`src/rtl/dual_seg7_capture.sv`:
```
// Receive side of the two-digit seven-segment link: synchronizes both segment
// buses, waits for a stable pattern, decodes it to a byte and offers it on valid/ready.
module dual_seg7_capture #(
  parameter int STABLE_CYCLES = 4,
  parameter int SYNC_STAGES   = 2
) (
  input  logic       clk,
  input  logic       rst_n,
  input  logic [6:0] seg_hi,
  input  logic [6:0] seg_lo,
  input  logic       out_ready,
  input  logic       clr_overrun,
  output logic       out_valid,
  output logic [7:0] out_byte,
  output logic       out_blank,
  output logic       out_error,
  output logic       overrun
);

  typedef enum logic [1:0] {
    TRACK  = 2'd0,
    SETTLE = 2'd1,
    HOLD   = 2'd2
  } state_t;

  localparam logic [7:0] STABLE_C = 8'(STABLE_CYCLES);

  // Returns {blank, error, nibble}; blank and illegal digits read as nibble 0.
  function automatic logic [5:0] seg_decode(input logic [6:0] seg);
    logic [5:0] res;
    case (seg)
      7'h3F:   res = {2'b00, 4'h0};
      7'h06:   res = {2'b00, 4'h1};
      7'h5B:   res = {2'b00, 4'h2};
      7'h4F:   res = {2'b00, 4'h3};
      7'h66:   res = {2'b00, 4'h4};
      7'h6D:   res = {2'b00, 4'h5};
      7'h7D:   res = {2'b00, 4'h6};
      7'h07:   res = {2'b00, 4'h7};
      7'h7F:   res = {2'b00, 4'h8};
      7'h6F:   res = {2'b00, 4'h9};
      7'h77:   res = {2'b00, 4'hA};
      7'h7C:   res = {2'b00, 4'hB};
      7'h39:   res = {2'b00, 4'hC};
      7'h5E:   res = {2'b00, 4'hD};
      7'h79:   res = {2'b00, 4'hE};
      7'h71:   res = {2'b00, 4'hF};
      7'h00:   res = {2'b10, 4'h0};
      default: res = {2'b01, 4'h0};
    endcase
    return res;
  endfunction

  logic [13:0] sync_r [SYNC_STAGES];
  logic [13:0] sample_r;
  logic [7:0]  cnt_r;
  logic [13:0] last_r;
  logic        last_vld_r;
  state_t      state_r;

  logic [13:0] sync_out_s;
  logic        same_s;
  logic        stable_evt_s;
  logic        is_last_s;
  logic        free_s;
  logic        ovr_evt_s;
  logic [5:0]  dec_hi_s;
  logic [5:0]  dec_lo_s;

  // Stability detection and overrun decision from the synchronized pattern.
  always_comb begin
    sync_out_s   = sync_r[SYNC_STAGES-1];
    same_s       = (sync_out_s == sample_r);
    stable_evt_s = same_s && (cnt_r == (STABLE_C - 8'd1));
    is_last_s    = last_vld_r && (last_r == sync_out_s);
    free_s       = !out_valid || out_ready;
    ovr_evt_s    = stable_evt_s && !is_last_s && !free_s;
    dec_hi_s     = seg_decode(sync_out_s[13:7]);
    dec_lo_s     = seg_decode(sync_out_s[6:0]);
  end

  // Input synchronizer chain for all fourteen segment lines.
  always_ff @(posedge clk or negedge rst_n) begin
    if (!rst_n) begin
      for (int i = 0; i < SYNC_STAGES; i++) sync_r[i] <= 14'h0000;
    end else begin
      sync_r[0] <= {seg_hi, seg_lo};
      for (int i = 1; i < SYNC_STAGES; i++) sync_r[i] <= sync_r[i-1];
    end
  end

  // Previous-cycle sample and saturating stability counter.
  always_ff @(posedge clk or negedge rst_n) begin
    if (!rst_n) begin
      sample_r <= 14'h0000;
      cnt_r    <= 8'd0;
    end else begin
      sample_r <= sync_out_s;
      if (!same_s) begin
        cnt_r <= 8'd0;
      end else if (cnt_r != STABLE_C) begin
        cnt_r <= cnt_r + 8'd1;
      end else begin
        cnt_r <= cnt_r;
      end
    end
  end

  // Capture FSM with registered handshake outputs and sticky overrun.
  always_ff @(posedge clk or negedge rst_n) begin
    if (!rst_n) begin
      state_r    <= TRACK;
      out_valid  <= 1'b0;
      out_byte   <= 8'h00;
      out_blank  <= 1'b0;
      out_error  <= 1'b0;
      overrun    <= 1'b0;
      last_r     <= 14'h0000;
      last_vld_r <= 1'b0;
    end else begin
      if (stable_evt_s && !is_last_s) begin
        // A dropped pattern leaves the pending output untouched.
        if (free_s) begin
          out_valid  <= 1'b1;
          out_byte   <= {dec_hi_s[3:0], dec_lo_s[3:0]};
          out_blank  <= dec_hi_s[5] | dec_lo_s[5];
          out_error  <= dec_hi_s[4] | dec_lo_s[4];
          last_r     <= sync_out_s;
          last_vld_r <= 1'b1;
        end else begin
          out_valid  <= out_valid;
        end
        state_r <= HOLD;
      end else if (out_valid && out_ready) begin
        out_valid <= 1'b0;
        state_r   <= TRACK;
      end else if ((state_r == TRACK) && !same_s) begin
        state_r <= SETTLE;
      end else if ((state_r == SETTLE) && stable_evt_s) begin
        state_r <= TRACK;
      end else begin
        state_r <= state_r;
      end

      if (ovr_evt_s) begin
        overrun <= 1'b1;
      end else if (clr_overrun) begin
        overrun <= 1'b0;
      end else begin
        overrun <= overrun;
      end
    end
  end

endmodule
```
`config.mk`:
```
export PLATFORM = sky130hd
export DESIGN_NAME = dual_seg7_capture
export DESIGN_NICKNAME = d
export VERILOG_FILES = /design/src/rtl/dual_seg7_capture.sv
export SDC_FILE = /design/constraint.sdc
export NUM_CORES = 1
export LEC_CHECK = 0
export BUFFER_PORTS_ARGS = -buffer_cell sky130_fd_sc_hd__buf_2
export CAP_MARGIN = 5
export CORE_MARGIN = 10
export CORE_UTILIZATION = 54
export CTS_BUF_LIST = sky130_fd_sc_hd__clkbuf_16
export DETAILED_ROUTE_END_ITERATION = 8
export PLACE_DENSITY = 0.8
export SLEW_MARGIN = 20
export SYNTH_ARGS = -nofsm -noshare
export SYNTH_HDL_FRONTEND = slang
export SYNTH_SLANG_ARGS = --single-unit
```
`constraint.sdc`:
```
create_clock -name clk -period 2.5 [get_ports clk]
set_input_delay 0.125 -clock clk [delete_from_list [all_inputs] [get_ports clk]]
set_output_delay 0.125 -clock clk [all_outputs]
set_load 0.01 [all_outputs]
```
# Word level (Yosys, flattened, before mapping)
# Index checks and enable logic that the tools add are counted.
# word_totals
elab_cells	76
regBits	77
# op_classes
muxes	9
n_reduce_logical	15
bitwise	2
eq_ne	38
n_addsub	1
# op_table
cell	n
$pmux 6 s17	2
$eq 7x7->1 const B	24
$eq 14x14->1	2
$eq 7x3->1 const B	4
$eq 7x6->1 const B	4
$mux 8	2
$logic_not 7->1	2
$add 8x1->8 const B	1
$eq 8x2->1 const B	1
$ne 8x3->1 const B	1
$logic_and 1x1->1	5
$mux 1	5
$reduce_and 2->1	2
$reduce_bool 2->1	2
$logic_not 1->1	3
$ne 2x1->1 const B	1
$ne 2x2->1 const B	1
$or 1x1->1	2
$logic_or 1x1->1	1

# Longest topological paths before layout
# depth
depth_word	6
depth_mapped	9

# Worst setup path before layout
# OpenSTA, ideal clock, no wires.
# synth_path
kind	reg-to-reg
start	register sync_r (netlist bit sync_out_s[2])
end	register last_r[0]
arrival_time_ns	2.216
setup_slack_ns	0.156
setup_ns	0.128
path_buffers	3
stages_incl_launch_ff	10
required_ns	2.372
path_cell_list	dfrtp_1 -> buf_6 -> xor2_1 -> nor4_4 -> nand4_4 -> or3_4 -> nor2b_2 -> buf_6 -> buf_6 -> mux2_1
# synth_via
elab_chain_cells	5
word_cells_on_any_way	7
classes_between	2 x eq/ne; 5 x reduce/logical
# synth_lines
item	line_no	text
start: declaration	54	logic [13:0] sync_r [SYNC_STAGES];
$eq 14x14->1	75	is_last_s = last_vld_r && (last_r == sync_out_s);
$logic_and 1x1->1	75	
$logic_not 1->1	121	if (stable_evt_s && !is_last_s) begin
$logic_and 1x1->1 *	121	
$reduce_and 2->1 (no source line) *	--	
end signal: assignment	128	last_r <= sync_out_s;
end: declaration	57	logic [13:0] last_r;
# Mark *: on every way between the ends. The rest lies on a longest branch, timed or not.
# A chain may end at the register's enable or synchronous reset.

# Final worst setup path
# layout_path
start	register cnt_r[5]
end	register out_error
# layout_via
elab_chain_cells	4
# layout_lines
item	line_no	text
start: declaration	56	logic [7:0] cnt_r;
start signal: assignment	102	cnt_r <= cnt_r + 8'd1;
start signal: assignment	104	cnt_r <= cnt_r;
$eq 8x2->1	74	stable_evt_s = same_s && (cnt_r == (STABLE_C - 8'd1));
$logic_and 1x1->1	74	
$logic_and 1x1->1	121	
$reduce_and 2->1 (no source line)	--	
end signal: assignment	127	out_error <= dec_hi_s[4] | dec_lo_s[4];
end: declaration	16	output logic out_error,
# Every way passes these cells.

==> results.json <==
{
  "drive_gt1_share_pct": 19.6,
  "crit_path_end_kind": "flip-flop",
  "period_minus_slack_ns": 2.36,
  "hp-class": "in -> reg",
  "synth_top_area_share_pct": 52.9,
  "p_leak_nw": 1.97,
  "hold_ws_ns": 0.0965,
  "grt_overflow": 0,
  "area_growth_pct": 19.3,
  "layoutNonFillerInstCount": 450,
  "synth_top_cell_by_area": "dfrtp_1",
  "clock_skew_ns": 0.00507,
  "dieArea_mm2": 0.0104,
  "ctsHoldBuffers": 16,
  "ys_ff_latch": 77,
  "antennaDiodeCount": 0,
  "die_x_um": 102,
  "slew-limit-headroom_pct": 38.5,
  "grt_pass1_vias": 2549,
  "h-tree-depth": 3,
  "vias": 2555,
  "numCtsBuffers": 9,
  "post_cts_buffers": 0,
  "netlist_instances": 320,
  "clockRootBuffer": "clkbuf_16",
  "vdd_drop_max_mv": 0.497,
  "core_area_mm2": 0.00646,
  "critPathKind": "reg -> reg",
  "cts_resized": 0,
  "cts_tree": "built",
  "io_pins": 30,
  "synth-main-ff-cell": "dfrtp_1",
  "maxSlewViolCount": 0,
  "grt_start_max_net_pins": 78,
  "fmax_ghz": 0.423,
  "clkTransAtPathRegs_ns": 0.06,
  "drtAntennaViolNets": 0,
  "synth_nets": 340,
  "viasPerCell": 5.68,
  "track_usage_pct": 15.3,
  "routed_wl_mm": 7.21,
  "gp_congestion": 0.844,
  "post-route-drc-count": 0,
  "crit_arrival_ns": 2.57,
  "setup_viol": 0,
  "rsz0062_at_grt": "false",
  "start_util_pct": 56.4,
  "netlist_area_mm2": 0.00364,
  "hold_viol_final": 0,
  "setup_tns_ns": 0,
  "clockBufferDepth": 2,
  "first_pass_iters": 4,
  "portBuffers": 29,
  "maxCapViolCount": 0,
  "nFillCells": 456,
  "required_ns": 2.71,
  "clk_latency_ns": 0.33,
  "synth_cell_type_count": 52,
  "synth.area.top_cells": "dfrtp_1, mux2_1, xnor2_1",
  "hpwlAfterDp_mm": 4.80,
  "die_height_um": 102,
  "ys_async_sr_fraction_pct": 100,
  "drtIter0Drc": 183,
  "worstMarginPinSlew_ns": 0.923,
  "avgSynthCellArea_um2": 11.4,
  "grt_pass1_wl_mm": 12.5,
  "yosys_warnings": 0,
  "cp_max_fo": 25,
  "antenna_found_initial": 0,
  "wl_per_cell_um": 16.0,
  "rows": 29,
  "post-route-period-util_pct": 94.6,
  "placed_cells": 419,
  "synth_edf_count": 0,
  "status": "finished, final reports clean",
  "cts_num_sinks": 77,
  "powerDensity_mw_per_mm2": 649,
  "start_kind": "flip-flop",
  "nets": 389,
  "synth_seq_area_share_pct": 52.9
}
## stage by stage
| step | total power (W) | setup slack, ns | utilization [%] | cell area (µm²) |
|---|---|---|---|---|
| 5_1_grt | 0.00293 | 0.00931 | 67.3 | 4340 |
| 6_report | 0.00282 | 0.136 | 67.3 | 4340 |
| 3_5_place_dp | 0.00154 | 0.140 | 60.2 | 3890 |
| 3_3_place_gp | 0.00153 | 0.185 | 60.2 | 3890 |
| 2_1_floorplan | 0.00146 | 0.156 | - | 3640 |
| 4_1_cts | 0.00285 | 0.131 | 67.3 | 4340 |
## cell usage in the layout, fill, tap and decap left out, drive strengths merged, types with 2 or more instances in the layout
master,instances
clkbuf,9
a21oi,8
clkinvlp,2
nand2b,5
nand4b,2
mux2,23
or3b,2
nor3,6
nor2,20
nor4,5
inv,10
o22ai,3
nand3,7
dfrtp,77
mux2i,2
xnor2,20
ha,2
nor2b,4
a31oi,4
nand2,22
a221o,2
nor3b,2
o21ai,8
and3,3
buf,47
nand3b,2
nand4,10
o32ai,3
dlygate4sd3,16
or3,7
nor4bb,2
and2,3
xor2,19
or2,3
## power breakdown
part / switching, W / total [W] / internal [W]
sequential: 0.0000227 / 0.00130 / 0.00128
clock: 0.000508 / 0.00129 / 0.000777
combinational: 0.000135 / 0.000231 / 0.0000958
## final timing paths
check	start	end	slack, ns	cells after the start
hold reg to reg	sync_r[27]	sync_out_s[13]	0.35	0
hold / removal	out_ready	out_valid	0.1	3
min in group asynchronous	rst_n	out_byte[4]	0.48	2
setup reg to reg	cnt_r[5]	out_error	0.14	7
setup / recovery	cnt_r[5]	out_error	0.14	7
max in group asynchronous	rst_n	sync_out_s[8]	1.43	2
## routing by layer
metal	vias to the layer above	GRT usage (%)	part of all wire, %
met5	-	0	0
met4	0	4.66	1.4
met3	13	5.33	7.8
met2	103	23.3	47
met1	1228	20.1	44
li1	1211	-	-
## final cells by class
class	count	area [µm²]	share of cell area, %
clock inverters	6	71.3	1.64
flip-flops and latches	77	1930	44.4
multi-input cells	211	1540	35.5
clock buffers	9	225	5.18
well taps	77	96.3	2.22
repair buffers	63	455	10.5
inverters	7	26.3	0.605
## worst max-delay path, stage by stage, from the launching register on
cell and delay, ns:
dfrtp_1 0.40, or4_1 0.51, nor2_1 0.12, nand3b_1 0.09, or3_4 0.41, nor2b_2 0.16
buf_12 0.20, mux2_1 0.34
## state kept, by name, indices dropped and copies added, names as in the netlist, 8 cells and up
signal,count
last_r,14
sample_r,14
sync_out_s,14
sync_r,14
out_byte,8
cnt_r,8
## logic make-up after synthesis
group / share of synthesized area, %
AND/OR/NAND/NOR: 17.6
flip-flops: 52.9
XOR/XNOR: 9.38
AO/OA/AOI/OAI: 7.01
buffers and inverters: 4.74
multiplexers: 7.66
adder cells (fa/ha/maj): 0.687
## synthesized netlist by cell type, drive strengths merged (4+ instances only)
| cell type | number |
|---|---|
| nand4 | 10 |
| nand2 | 22 |
| nor3 | 6 |
| o21ai | 8 |
| or3 | 7 |
| clkbuf | 14 |
| xnor2 | 20 |
| a21oi | 8 |
| nor2 | 20 |
| xor2 | 19 |
| nor4 | 5 |
| a31oi | 4 |
| dfrtp | 77 |
| nand2b | 5 |
| inv | 7 |
| nor2b | 4 |
| buf | 11 |
| nand3 | 7 |
| mux2 | 23 |
(Power assumes the default switching activity.)
